===== src/rtl/fft_pkg.sv =====
// rtl/fft_pkg.sv - shared types, constants and helpers for the FFT frame controller
package fft_pkg;

  typedef enum logic {
    SEND_CFG = 1'b0,
    STREAM   = 1'b1
  } state_e;

  localparam int ERR_TLAST_UNEXP = 0;
  localparam int ERR_TLAST_MISS  = 1;
  localparam int ERR_OUT_LEN     = 2;

  localparam int NFFT_LOG2_DEF = 9;
  localparam int FRAME_LEN     = 1 << NFFT_LOG2_DEF;

  function automatic int frame_len(input int nfft_log2);
    return 1 << nfft_log2;
  endfunction

  // Bit0 follows the core FWD_INV convention: 1 = forward.
  function automatic logic [31:0] build_cfg_word(input logic [31:0] scale, input logic inverse);
    return {scale[30:0], ~inverse};
  endfunction

endpackage


===== src/rtl/fft_frame_ctrl_if.sv =====
// rtl/fft_frame_ctrl_if.sv - control, stream and status signals of the FFT frame controller
interface fft_frame_ctrl_if #(
  parameter int DATAWIDTH   = 48,
  parameter int SCALE_WIDTH = 10,
  parameter int CFG_WIDTH   = 16
);
  logic                   inverse;
  logic [SCALE_WIDTH-1:0] scale_sch;
  logic                   err_clr;

  logic [DATAWIDTH-1:0]   s_in_tdata;
  logic                   s_in_tvalid;
  logic                   s_in_tready;

  logic [CFG_WIDTH-1:0]   m_cfg_tdata;
  logic                   m_cfg_tvalid;
  logic                   m_cfg_tready;

  logic [DATAWIDTH-1:0]   m_fft_tdata;
  logic                   m_fft_tvalid;
  logic                   m_fft_tready;
  logic                   m_fft_tlast;

  logic [DATAWIDTH-1:0]   s_fft_tdata;
  logic                   s_fft_tvalid;
  logic                   s_fft_tready;
  logic                   s_fft_tlast;

  logic                   ev_tlast_unexpected;
  logic                   ev_tlast_missing;

  logic [DATAWIDTH-1:0]   m_out_tdata;
  logic                   m_out_tvalid;
  logic                   m_out_tready;
  logic                   m_out_tlast;

  logic [15:0]            frame_cnt;
  logic [2:0]             err;

  modport master (
    input  inverse, scale_sch, err_clr,
    input  s_in_tdata, s_in_tvalid, output s_in_tready,
    output m_cfg_tdata, m_cfg_tvalid, input m_cfg_tready,
    output m_fft_tdata, m_fft_tvalid, m_fft_tlast, input m_fft_tready,
    input  s_fft_tdata, s_fft_tvalid, s_fft_tlast, output s_fft_tready,
    input  ev_tlast_unexpected, ev_tlast_missing,
    output m_out_tdata, m_out_tvalid, m_out_tlast, input m_out_tready,
    output frame_cnt, err
  );

  modport slave (
    output inverse, scale_sch, err_clr,
    output s_in_tdata, s_in_tvalid, input s_in_tready,
    input  m_cfg_tdata, m_cfg_tvalid, output m_cfg_tready,
    input  m_fft_tdata, m_fft_tvalid, m_fft_tlast, output m_fft_tready,
    output s_fft_tdata, s_fft_tvalid, s_fft_tlast, input s_fft_tready,
    output ev_tlast_unexpected, ev_tlast_missing,
    input  m_out_tdata, m_out_tvalid, m_out_tlast, output m_out_tready,
    input  frame_cnt, err
  );
endinterface


===== src/rtl/axis_skid_buf.sv =====
// rtl/axis_skid_buf.sv - 2-entry registered stream buffer, full throughput, no comb ready path
module axis_skid_buf #(
  parameter int WIDTH = 49
) (
  input  logic             clk,
  input  logic             resetn,
  input  logic [WIDTH-1:0] s_tdata,
  input  logic             s_tvalid,
  output logic             s_tready,
  output logic [WIDTH-1:0] m_tdata,
  output logic             m_tvalid,
  input  logic             m_tready
);
  logic [WIDTH-1:0] d0_q, d0_d, d1_q, d1_d;
  logic [1:0]       cnt_q, cnt_d;
  logic             push, pop;

  assign s_tready = (cnt_q != 2'd2);
  assign m_tvalid = (cnt_q != 2'd0);
  assign m_tdata  = d0_q;
  assign push     = s_tvalid & s_tready;
  assign pop      = m_tvalid & m_tready;

  // d0 is always the head; d1 only holds data while the consumer stalls.
  always_comb begin
    d0_d  = d0_q;
    d1_d  = d1_q;
    cnt_d = cnt_q;
    case ({push, pop})
      2'b10: begin
        if (cnt_q == 2'd0) d0_d = s_tdata;
        else               d1_d = s_tdata;
        cnt_d = cnt_q + 2'd1;
      end
      2'b01: begin
        d0_d  = d1_q;
        cnt_d = cnt_q - 2'd1;
      end
      2'b11: begin
        if (cnt_q == 2'd1) d0_d = s_tdata;
        else begin
          d0_d = d1_q;
          d1_d = s_tdata;
        end
      end
      default: ;
    endcase
  end

  always_ff @(posedge clk) begin
    if (!resetn) begin
      cnt_q <= 2'd0;
    end else begin
      cnt_q <= cnt_d;
    end
    d0_q <= d0_d;
    d1_q <= d1_d;
  end
endmodule


===== src/rtl/fft_frame_ctrl.sv =====
// rtl/fft_frame_ctrl.sv - frames the sample stream into the FFT core and checks its output
module fft_frame_ctrl
  import fft_pkg::*;
#(
  parameter int DATAWIDTH   = 48,
  parameter int NFFT_LOG2   = 9,
  parameter int SCALE_WIDTH = 10,
  parameter int CFG_WIDTH   = 16
) (
  input logic              clk,
  input logic              resetn,
  fft_frame_ctrl_if.master bus
);
  localparam int                   FRAME_LEN_P = frame_len(NFFT_LOG2);
  localparam logic [NFFT_LOG2-1:0] LAST_IDX    = NFFT_LOG2'(FRAME_LEN_P - 1);

  state_e                 state_q, state_d;
  logic                   cfg_valid_q, cfg_valid_d;
  logic                   inverse_q, inverse_d;
  logic [SCALE_WIDTH-1:0] scale_q, scale_d;
  logic [NFFT_LOG2-1:0]   in_cnt_q, in_cnt_d;
  logic [NFFT_LOG2-1:0]   out_cnt_q, out_cnt_d;
  logic [15:0]            frame_cnt_q, frame_cnt_d;
  logic [2:0]             err_q, err_d;

  logic                   streaming, in_fire, in_last, mode_changed;
  logic                   out_fire, len_err;
  logic [DATAWIDTH:0]     out_word;

  assign streaming    = (state_q == STREAM);
  assign in_last      = (in_cnt_q == LAST_IDX);
  assign in_fire      = streaming & bus.s_in_tvalid & bus.m_fft_tready;
  assign mode_changed = ({bus.inverse, bus.scale_sch} != {inverse_q, scale_q});

  assign bus.m_fft_tdata  = bus.s_in_tdata;
  assign bus.m_fft_tvalid = streaming & bus.s_in_tvalid;
  assign bus.s_in_tready  = streaming & bus.m_fft_tready;
  assign bus.m_fft_tlast  = in_last;
  assign bus.m_cfg_tvalid = cfg_valid_q;
  assign bus.m_cfg_tdata  = CFG_WIDTH'(build_cfg_word(32'(scale_q), inverse_q));

  // Mode inputs are latched on SEND_CFG entry: either the frame-boundary hop or the first reset cycle.
  always_comb begin
    state_d     = state_q;
    cfg_valid_d = cfg_valid_q;
    inverse_d   = inverse_q;
    scale_d     = scale_q;
    in_cnt_d    = in_cnt_q;
    case (state_q)
      SEND_CFG: begin
        if (!cfg_valid_q) begin
          inverse_d   = bus.inverse;
          scale_d     = bus.scale_sch;
          cfg_valid_d = 1'b1;
        end else if (bus.m_cfg_tready) begin
          cfg_valid_d = 1'b0;
          state_d     = STREAM;
        end
      end
      STREAM: begin
        if (in_fire) begin
          in_cnt_d = in_cnt_q + NFFT_LOG2'(1);
          if (in_last && mode_changed) begin
            state_d     = SEND_CFG;
            inverse_d   = bus.inverse;
            scale_d     = bus.scale_sch;
            cfg_valid_d = 1'b1;
          end
        end
      end
      default: state_d = SEND_CFG;
    endcase
  end

  axis_skid_buf #(.WIDTH(DATAWIDTH + 1)) u_skid (
    .clk      (clk),
    .resetn   (resetn),
    .s_tdata  ({bus.s_fft_tlast, bus.s_fft_tdata}),
    .s_tvalid (bus.s_fft_tvalid),
    .s_tready (bus.s_fft_tready),
    .m_tdata  (out_word),
    .m_tvalid (bus.m_out_tvalid),
    .m_tready (bus.m_out_tready)
  );

  assign bus.m_out_tdata = out_word[DATAWIDTH-1:0];
  assign bus.m_out_tlast = out_word[DATAWIDTH];
  assign bus.frame_cnt   = frame_cnt_q;
  assign bus.err         = err_q;

  assign out_fire = bus.m_out_tvalid & bus.m_out_tready;
  // Length is wrong if tlast and the last index disagree, either way round.
  assign len_err  = out_fire & (bus.m_out_tlast ^ (out_cnt_q == LAST_IDX));

  always_comb begin
    out_cnt_d   = out_cnt_q;
    frame_cnt_d = frame_cnt_q;
    if (out_fire) begin
      if (bus.m_out_tlast) begin
        out_cnt_d   = '0;
        frame_cnt_d = frame_cnt_q + 16'd1;
      end else begin
        out_cnt_d = out_cnt_q + NFFT_LOG2'(1);
      end
    end
    err_d = err_q & ~{3{bus.err_clr}};
    err_d[ERR_TLAST_UNEXP] = err_d[ERR_TLAST_UNEXP] | bus.ev_tlast_unexpected;
    err_d[ERR_TLAST_MISS]  = err_d[ERR_TLAST_MISS]  | bus.ev_tlast_missing;
    err_d[ERR_OUT_LEN]     = err_d[ERR_OUT_LEN]     | len_err;
  end

  always_ff @(posedge clk) begin
    if (!resetn) begin
      state_q     <= SEND_CFG;
      cfg_valid_q <= 1'b0;
      inverse_q   <= 1'b0;
      scale_q     <= '0;
      in_cnt_q    <= '0;
      out_cnt_q   <= '0;
      frame_cnt_q <= 16'd0;
      err_q       <= 3'd0;
    end else begin
      state_q     <= state_d;
      cfg_valid_q <= cfg_valid_d;
      inverse_q   <= inverse_d;
      scale_q     <= scale_d;
      in_cnt_q    <= in_cnt_d;
      out_cnt_q   <= out_cnt_d;
      frame_cnt_q <= frame_cnt_d;
      err_q       <= err_d;
    end
  end
endmodule


===== src/flat_wrapper.sv =====
// flat-port wrapper written by rule: the top's interface ports become plain ports
module fft_frame_ctrl_flat import fft_pkg::*;
#(
  parameter int DATAWIDTH   = 48,
  parameter int NFFT_LOG2   = 9,
  parameter int SCALE_WIDTH = 10,
  parameter int CFG_WIDTH   = 16
)
  (clk, resetn, bus_inverse, bus_scale_sch, bus_err_clr, bus_s_in_tdata, bus_s_in_tvalid, bus_s_in_tready, bus_m_cfg_tdata, bus_m_cfg_tvalid, bus_m_cfg_tready, bus_m_fft_tdata, bus_m_fft_tvalid, bus_m_fft_tlast, bus_m_fft_tready, bus_s_fft_tdata, bus_s_fft_tvalid, bus_s_fft_tlast, bus_s_fft_tready, bus_ev_tlast_unexpected, bus_ev_tlast_missing, bus_m_out_tdata, bus_m_out_tvalid, bus_m_out_tlast, bus_m_out_tready, bus_frame_cnt, bus_err);
  fft_frame_ctrl_if #(.DATAWIDTH(DATAWIDTH), .SCALE_WIDTH(SCALE_WIDTH), .CFG_WIDTH(CFG_WIDTH)) bus_i ();
  input logic clk;
  input logic resetn;
  input wire logic [$bits(bus_i.inverse)-1:0] bus_inverse;
  input wire logic [$bits(bus_i.scale_sch)-1:0] bus_scale_sch;
  input wire logic [$bits(bus_i.err_clr)-1:0] bus_err_clr;
  input wire logic [$bits(bus_i.s_in_tdata)-1:0] bus_s_in_tdata;
  input wire logic [$bits(bus_i.s_in_tvalid)-1:0] bus_s_in_tvalid;
  output wire logic [$bits(bus_i.s_in_tready)-1:0] bus_s_in_tready;
  output wire logic [$bits(bus_i.m_cfg_tdata)-1:0] bus_m_cfg_tdata;
  output wire logic [$bits(bus_i.m_cfg_tvalid)-1:0] bus_m_cfg_tvalid;
  input wire logic [$bits(bus_i.m_cfg_tready)-1:0] bus_m_cfg_tready;
  output wire logic [$bits(bus_i.m_fft_tdata)-1:0] bus_m_fft_tdata;
  output wire logic [$bits(bus_i.m_fft_tvalid)-1:0] bus_m_fft_tvalid;
  output wire logic [$bits(bus_i.m_fft_tlast)-1:0] bus_m_fft_tlast;
  input wire logic [$bits(bus_i.m_fft_tready)-1:0] bus_m_fft_tready;
  input wire logic [$bits(bus_i.s_fft_tdata)-1:0] bus_s_fft_tdata;
  input wire logic [$bits(bus_i.s_fft_tvalid)-1:0] bus_s_fft_tvalid;
  input wire logic [$bits(bus_i.s_fft_tlast)-1:0] bus_s_fft_tlast;
  output wire logic [$bits(bus_i.s_fft_tready)-1:0] bus_s_fft_tready;
  input wire logic [$bits(bus_i.ev_tlast_unexpected)-1:0] bus_ev_tlast_unexpected;
  input wire logic [$bits(bus_i.ev_tlast_missing)-1:0] bus_ev_tlast_missing;
  output wire logic [$bits(bus_i.m_out_tdata)-1:0] bus_m_out_tdata;
  output wire logic [$bits(bus_i.m_out_tvalid)-1:0] bus_m_out_tvalid;
  output wire logic [$bits(bus_i.m_out_tlast)-1:0] bus_m_out_tlast;
  input wire logic [$bits(bus_i.m_out_tready)-1:0] bus_m_out_tready;
  output wire logic [$bits(bus_i.frame_cnt)-1:0] bus_frame_cnt;
  output wire logic [$bits(bus_i.err)-1:0] bus_err;
  assign bus_i.inverse = bus_inverse;
  assign bus_i.scale_sch = bus_scale_sch;
  assign bus_i.err_clr = bus_err_clr;
  assign bus_i.s_in_tdata = bus_s_in_tdata;
  assign bus_i.s_in_tvalid = bus_s_in_tvalid;
  assign bus_s_in_tready = bus_i.s_in_tready;
  assign bus_m_cfg_tdata = bus_i.m_cfg_tdata;
  assign bus_m_cfg_tvalid = bus_i.m_cfg_tvalid;
  assign bus_i.m_cfg_tready = bus_m_cfg_tready;
  assign bus_m_fft_tdata = bus_i.m_fft_tdata;
  assign bus_m_fft_tvalid = bus_i.m_fft_tvalid;
  assign bus_m_fft_tlast = bus_i.m_fft_tlast;
  assign bus_i.m_fft_tready = bus_m_fft_tready;
  assign bus_i.s_fft_tdata = bus_s_fft_tdata;
  assign bus_i.s_fft_tvalid = bus_s_fft_tvalid;
  assign bus_i.s_fft_tlast = bus_s_fft_tlast;
  assign bus_s_fft_tready = bus_i.s_fft_tready;
  assign bus_i.ev_tlast_unexpected = bus_ev_tlast_unexpected;
  assign bus_i.ev_tlast_missing = bus_ev_tlast_missing;
  assign bus_m_out_tdata = bus_i.m_out_tdata;
  assign bus_m_out_tvalid = bus_i.m_out_tvalid;
  assign bus_m_out_tlast = bus_i.m_out_tlast;
  assign bus_i.m_out_tready = bus_m_out_tready;
  assign bus_frame_cnt = bus_i.frame_cnt;
  assign bus_err = bus_i.err;
  fft_frame_ctrl #(.DATAWIDTH(DATAWIDTH), .NFFT_LOG2(NFFT_LOG2), .SCALE_WIDTH(SCALE_WIDTH), .CFG_WIDTH(CFG_WIDTH)) u_core (.clk(clk), .resetn(resetn), .bus(bus_i));
endmodule

===== config.mk =====
export PLATFORM = sky130hd
export DESIGN_NAME = fft_frame_ctrl_flat
export DESIGN_NICKNAME = d
export VERILOG_FILES = /design/src/rtl/fft_pkg.sv /design/src/rtl/fft_frame_ctrl_if.sv /design/src/rtl/axis_skid_buf.sv /design/src/rtl/fft_frame_ctrl.sv /design/src/flat_wrapper.sv
export SDC_FILE = /design/constraint.sdc
export NUM_CORES = 1
export LEC_CHECK = 0
export ABC_AREA = 1
export CAP_MARGIN = 20
export CORE_MARGIN = 8
export CORE_UTILIZATION = 45
export CTS_CLUSTER_DIAMETER = 100
export DETAILED_ROUTE_END_ITERATION = 10
export HOLD_SLACK_MARGIN = 0.05
export PLACE_DENSITY_LB_ADDON = 0.1
export SYNTH_ARGS = -nofsm -noshare
export SYNTH_HDL_FRONTEND = slang
export SYNTH_HIERARCHICAL = 1
export SYNTH_SLANG_ARGS = --single-unit

===== constraint.sdc =====
create_clock -name clk -period 6.5 [get_ports clk]
set_clock_uncertainty 0.15 [all_clocks]
set_input_delay 1.3 -clock clk [delete_from_list [all_inputs] [get_ports clk]]
set_output_delay 1.3 -clock clk [all_outputs]
set_load 0.05 [all_outputs]

==> impl_metrics.json, run 1 <==
{
  "cpPeakStageDelay_ns": 0.82,
  "fmax_mhz": 232,
  "cts_resized": 0,
  "drtIter0Drc": 204,
  "wl_per_cell_um": 14.1,
  "final_max_slew_viol_count": 0,
  "clockBufferDepth": 2,
  "cp_data_arrival_time_ns": 2.85,
  "grt_pass1_vias": 5138,
  "nNetsFinal": 1024,
  "dp_cells": 1091,
  "hold_violations": 0,
  "r2r_start": "u_core/u_skid/cnt_q[0]",
  "cts_buffers": 17,
  "port_buffers": 154,
  "hold_path.class": "flop to flop",
  "clock_sinks": 150,
  "ioPinCount": 256,
  "hpwl_um": 11400,
  "ff2ff_setup_slack_ns": 3.36,
  "grt_usage_pct": 15.7,
  "cts_tree": "built",
  "drc": 0,
  "final_cells": 1123,
  "synth.top_cell.area_share_pct": 41.1,
  "die_h_um": 142,
  "power.density_nw_per_um2": 441,
  "slew-limit-headroom_pct": 30.9,
  "fillerInstances": 1376,
  "min_period_ns": 4.30,
  "hold_depth": 2,
  "antenna_found_initial": 1,
  "initial_core_util_pct": 45.5,
  "synthDistinctLibCells": 41,
  "holdCritStartpoint": "u_core/bus.err[2]",
  "grt_max_degree": 52,
  "totalNegativeSetupSlack_ns": 0,
  "cp-end-kind": "primary output",
  "dr.pass1.iters": 5,
  "worstPathRequired_ns": 5.05,
  "cp_max_fo": 3,
  "tightest_slew_ns": 1.03,
  "drtAntennaViolNets": 0,
  "layout_commonest_cell": "nand2_1",
  "diodes": 0,
  "maxCapViolations": 0,
  "grt_pass1_wl_um": 25200,
  "ir_worst_vdd_mv": 0.175,
  "critPathTopFamily": "buffers and inverters",
  "leakagePower_nw": 3.79,
  "hold_path_end": "u_core/bus.err[2]",
  "cp_slowest_cell": "clkdlybuf4s50_1",
  "cp.buffers_inverters": 3,
  "area_delta_synth_final_pct": 25.9,
  "rr_endpoint": "u_core/u_skid/d1_q[48]",
  "crit_chain": "clkdlybuf4s50_1 -> nand2_1 -> inv_1 -> clkdlybuf4s50_1",
  "ys_seq_area_share_pct": 55.7,
  "cts_root_buf": "clkbuf_16",
  "synth_area_leaders": "edfxtp_1, dfxtp_1, nand2_1",
  "core_area_um2": 15700,
  "critPathLaunchType": "primary input",
  "min_period_over_period_pct": 66.2,
  "rsz0062_at_grt": "no",
  "drt_wl_total_um": 15900,
  "yosysTopAreaCell": "edfxtp_1",
  "r2r.worst_path.cells": 9,
  "gp_congestion": 0.835,
  "setup_viol": 0,
  "drive_gt1_share_pct": 6.73,
  "synthCells": 789,
  "final_cell_mix": "nand2_1, clkdlybuf4s50_1, inv_1",
  "synth_area_um2": 7160,
  "status": "finished clean",
  "viasPerCell": 4.58,
  "htreeDepth": 4,
  "cts-hold-fix-buffers": 0,
  "vias": 5139,
  "post_cts_buffers": 0,
  "insertion_delay_ns": 0.41,
  "row_count": 46,
  "chipWidth_um": 142,
  "crit_top_cell": "clkdlybuf4s50_1",
  "synth_seq_cells": 150,
  "avgSynthCellArea_um2": 9.07,
  "crit_type": "primary input to primary output",
  "clk_pin_slew_ns": 0.06,
  "synth_warnings": 6,
  "grt_overflow": 0,
  "die_area_um2": 20200
}
## synthesized netlist by cell type
cell and instances:
nand2_1 224, inv_1 99, edfxtp_1 98, nor2_1 90, buf_4 53, dfxtp_1 52
a21oi_1 40, nand3_1 27, buf_6 15, ha_1 12, nor3_1 10, o21ai_0 10
xnor2_1 8, nand2_4 5, buf_2 3, inv_2 3, nor2_2 3, nor2_4 3
nor3b_1 3, o21a_1 3, a211oi_1 2, a31oi_1 2, clkbuf_1 2, nand2_2 2
o21ai_1 2, or2_2 2, xor2_1 2, a21boi_0 1, a21oi_2 1, buf_1 1
clkinv_1 1, clkinv_2 1, conb_1 1, inv_4 1, nand4_2 1, nor3_4 1
nor3b_2 1, nor4_1 1, nor4_4 1, o21ai_2 1, o21ai_4 1
## cell type report
type	count	area (um2)	area share (%)
Clock inverter	14	160	1.78
Timing Repair Buffer	156	1560	17.3
Inverter	105	398	4.41
Clock buffer	18	429	4.76
Multi-Input combinational cell	464	2220	24.6
Tap cell	216	270	3.00
Sequential cell	150	3980	44.2
## power by group
group / internal (mW) / switching, mW
Clock: 0.599 / 0.375
Sequential: 1.38 / 0.0935
Combinational: 0.437 / 1.08
Total: 2.42 / 1.55
## tightest hold or removal path, cell delays in order, from the launching register on
cell and delay (ns):
dfxtp_1 0.31, nand2_1 0.06, a21oi_1 0.06
## state kept, by name (all words and copies together) (netlist names)
| signal | cells |
|---|---|
| u_core/bus.err | 3 |
| u_core/bus.frame_cnt | 16 |
| u_core/out_cnt_q | 9 |
| u_core/in_cnt_q | 9 |
| u_core/u_skid/m_tdata | 49 |
| u_core/u_skid/cnt_q | 2 |
| u_core/state_q | 1 |
| u_core/u_skid/d1_q | 49 |
| u_core/bus.m_cfg_tvalid | 1 |
| u_core/inverse_q | 1 |
| u_core/scale_q | 10 |
## cells by family (layout without fill, tap and decap cells)
family                     count (synthesis)  count (layout)  synth area share, %
buffers and inverters                    179             293                 13.8
AOI/OAI and AO/OA                         63              63                 4.91
adders and majority gates                 12              12                 2.10
xor gates and xnor gates                  10              10                 1.22
other                                      1               5               0.0524
DFF                                      150             150                 55.7
and+or+nand+nor                          374             374                 22.2
## routing by layer
metal  vias up  track usage [%]  routed length, um
met2       173             26.9               7720
met1      2279             17.4               6580
li1       2650                -                  -
met3        35             6.31               1290
met4         2             5.48                268
met5         -                0                 13
## worst max-delay path by stage
stage,startpoint,end,slack [ns],depth (start not counted)
finish,bus_s_in_tvalid,bus_m_fft_tvalid,2.20,4
floorplan,bus_s_fft_tvalid,u_core/u_skid/m_tdata[0],0.95,2
CTS,bus_s_in_tvalid,bus_m_fft_tvalid,2.20,4
global placement,bus_s_in_tvalid,bus_m_fft_tvalid,2.24,4
global route,bus_s_in_tvalid,bus_m_fft_tvalid,2.11,4
detailed placement,bus_s_in_tvalid,bus_m_fft_tvalid,2.21,4
## metrics by stage
stage                     utilization [%]  setup WS (ns)  power (mW)  hold slack (ns)  area, um2
after global placement               53.6           2.24        3.01            0.304       8420
final                                57.4           2.20        3.97            0.323       9010
after CTS                            57.4           2.20        4.02            0.328       9010
after detailed placement             53.6           2.21        3.04            0.321       8420
after floorplan                         -          0.955        2.67            0.292       7170
after global routing                 57.4           2.11        4.17            0.349       9010
Power figures use the tool's default switching activity.
==> run 2: changes to the inputs <==
Settings changed: CORE_UTILIZATION 45 to 41.
Clock period 6.5 ns to 3.8 ns, I/O delays scaled along.
==> run 2 against run 1 <==
Compared with the run above:
- non-clock buffer count increased by 5
- critical path depth is 3 higher
- global-route usage shrank 0.63 points
- cell count grew 1.2%
- clock-buffer cell count grew 5
- combinational power rose by 76%
- first-iteration DRC count rose by 13%
- die area up 8.6%
==> impl_metrics.json, run 2 (synthesized netlist as in run 1, its figures left out) <==
{
  "status": "finished clean",
  "cp_data_arrival_time_ns": 2.42,
  "worstPathRequired_ns": 2.89,
  "drt_wl_total_um": 16300,
  "leakagePower_nw": 3.84,
  "die_area_um2": 21900,
  "diodes": 0,
  "power.density_nw_per_um2": 752,
  "setup_viol": 0,
  "clock_sinks": 150,
  "port_buffers": 154,
  "grt_pass1_vias": 5475,
  "fillerInstances": 1601,
  "grt_overflow": 0,
  "chipWidth_um": 148,
  "viasPerCell": 4.59,
  "nNetsFinal": 1029,
  "hold_violations": 0,
  "area_delta_synth_final_pct": 26.8,
  "totalNegativeSetupSlack_ns": 0,
  "cp-end-kind": "primary output",
  "core_area_um2": 17200,
  "tightest_slew_ns": 0.705,
  "gp_congestion": 0.838,
  "hold_path.class": "flop to flop",
  "critPathLaunchType": "flop",
  "final_max_slew_viol_count": 0,
  "wl_met2_um": 7980,
  "clockBufferDepth": 2,
  "min_period_ns": 3.33,
  "clk_pin_slew_ns": 0.06,
  "insertion_delay_ns": 0.42,
  "maxCapViolations": 0,
  "post_cts_buffers": 0,
  "die_h_um": 148,
  "wl_met1_um": 6740,
  "cts-hold-fix-buffers": 0,
  "cp_max_fo": 3,
  "final_cell_mix": "nand2_1, clkdlybuf4s50_1, inv_1",
  "antenna_found_initial": 2,
  "crit_type": "flop to primary output",
  "grt_pass1_wl_um": 26500,
  "dr.pass1.iters": 5,
  "drc": 0,
  "min_period_over_period_pct": 87.7,
  "ir_worst_vdd_mv": 0.421,
  "dpl_cell_area_um2": 8490,
  "row_count": 48,
  "layout_commonest_cell": "nand2_1",
  "htreeDepth": 4,
  "rsz0062_at_grt": "no",
  "cts_resized": 0,
  "highest_layer": "met5",
  "wl_per_cell_um": 14.3,
  "grt_usage_pct": 15.1,
  "grt_max_degree": 50,
  "ioPinCount": 256,
  "hpwl_um": 11500,
  "initial_core_util_pct": 41.7,
  "drtAntennaViolNets": 0,
  "drive_gt1_share_pct": 7.46,
  "finalInstanceArea_um2": 9070,
  "vias": 5223,
  "slew-limit-headroom_pct": 52.9,
  "cts_root_buf": "clkbuf_16",
  "cts_buffers": 17,
  "fmax_mhz": 300,
  "drtIter0Drc": 231,
  "wl_met3_um": 1250,
  "cts_tree": "built"
}
run 2: cell count changes in the layout (fill, tap and decap cells not counted), sizes merged:
| cell | previous run | this run |
|---|---|---|
| buf | 2 | 7 |
| bufinv | 3 | 0 |
| clkbuf | 18 | 23 |
| clkinv | 9 | 5 |
| clkinvlp | 4 | 0 |
| inv | 103 | 109 |
run 2: critical path, cell delays in order, from the launching register on:
cell             delay [ns]
dfxtp_1                0.37
ha_1                   0.18
inv_1                  0.06
nor2_1                 0.11
inv_1                  0.06
nor4_1                 0.17
ha_1                   0.21
clkdlybuf4s50_1        0.83
run 2: worst paths after layout:
path	from	to	slack, ns	depth (start not counted)
max	u_core/in_cnt_q[0]	bus_m_fft_tlast	0.47	7
max reg2reg	u_core/u_skid/cnt_q[0]	u_core/u_skid/d1_q[24]	1.30	10
min	u_core/in_cnt_q[8]	u_core/in_cnt_q[8]	0.32	2
min reg2reg	u_core/in_cnt_q[8]	u_core/in_cnt_q[8]	0.32	2
run 2: cell type report:
class | count | area (um2) | area share, %
Sequential cell | 150 | 3980 | 43.9
Multi-Input combinational cell | 464 | 2220 | 24.4
Timing Repair Buffer | 161 | 1610 | 17.7
Clock buffer | 23 | 533 | 5.87
Inverter | 105 | 398 | 4.39
Tap cell | 225 | 282 | 3.10
Clock inverter | 9 | 55.1 | 0.607
run 2: power breakdown:
part           switching, mW  total (mW)  internal, mW
clock                  0.648        1.64         0.990
combinational           1.89        2.67         0.783
sequential             0.154        2.52          2.36
total                   2.69        6.83          4.14
run 2: metal layers:
| metal | up-vias | global-route usage [%] |
|---|---|---|
| met3 | 43 | 5.50 |
| met1 | 2383 | 16.4 |
| met2 | 142 | 26.3 |
| li1 | 2651 | - |
| met4 | 4 | 6.02 |
| met5 | - | 0 |
run 2: through the flow:
stage	hold WS, ns	util, %	setup WS [ns]	std cells	power [mW]
floorplan	0.292	-	0.432	793	4.54
global placement	0.303	49.4	0.621	1105	5.22
detailed placement	0.310	49.4	0.601	1105	5.26
CTS	0.320	52.8	0.419	1137	6.93
global route	0.339	52.8	0.281	1137	7.18
finish	0.319	52.8	0.468	1137	6.83
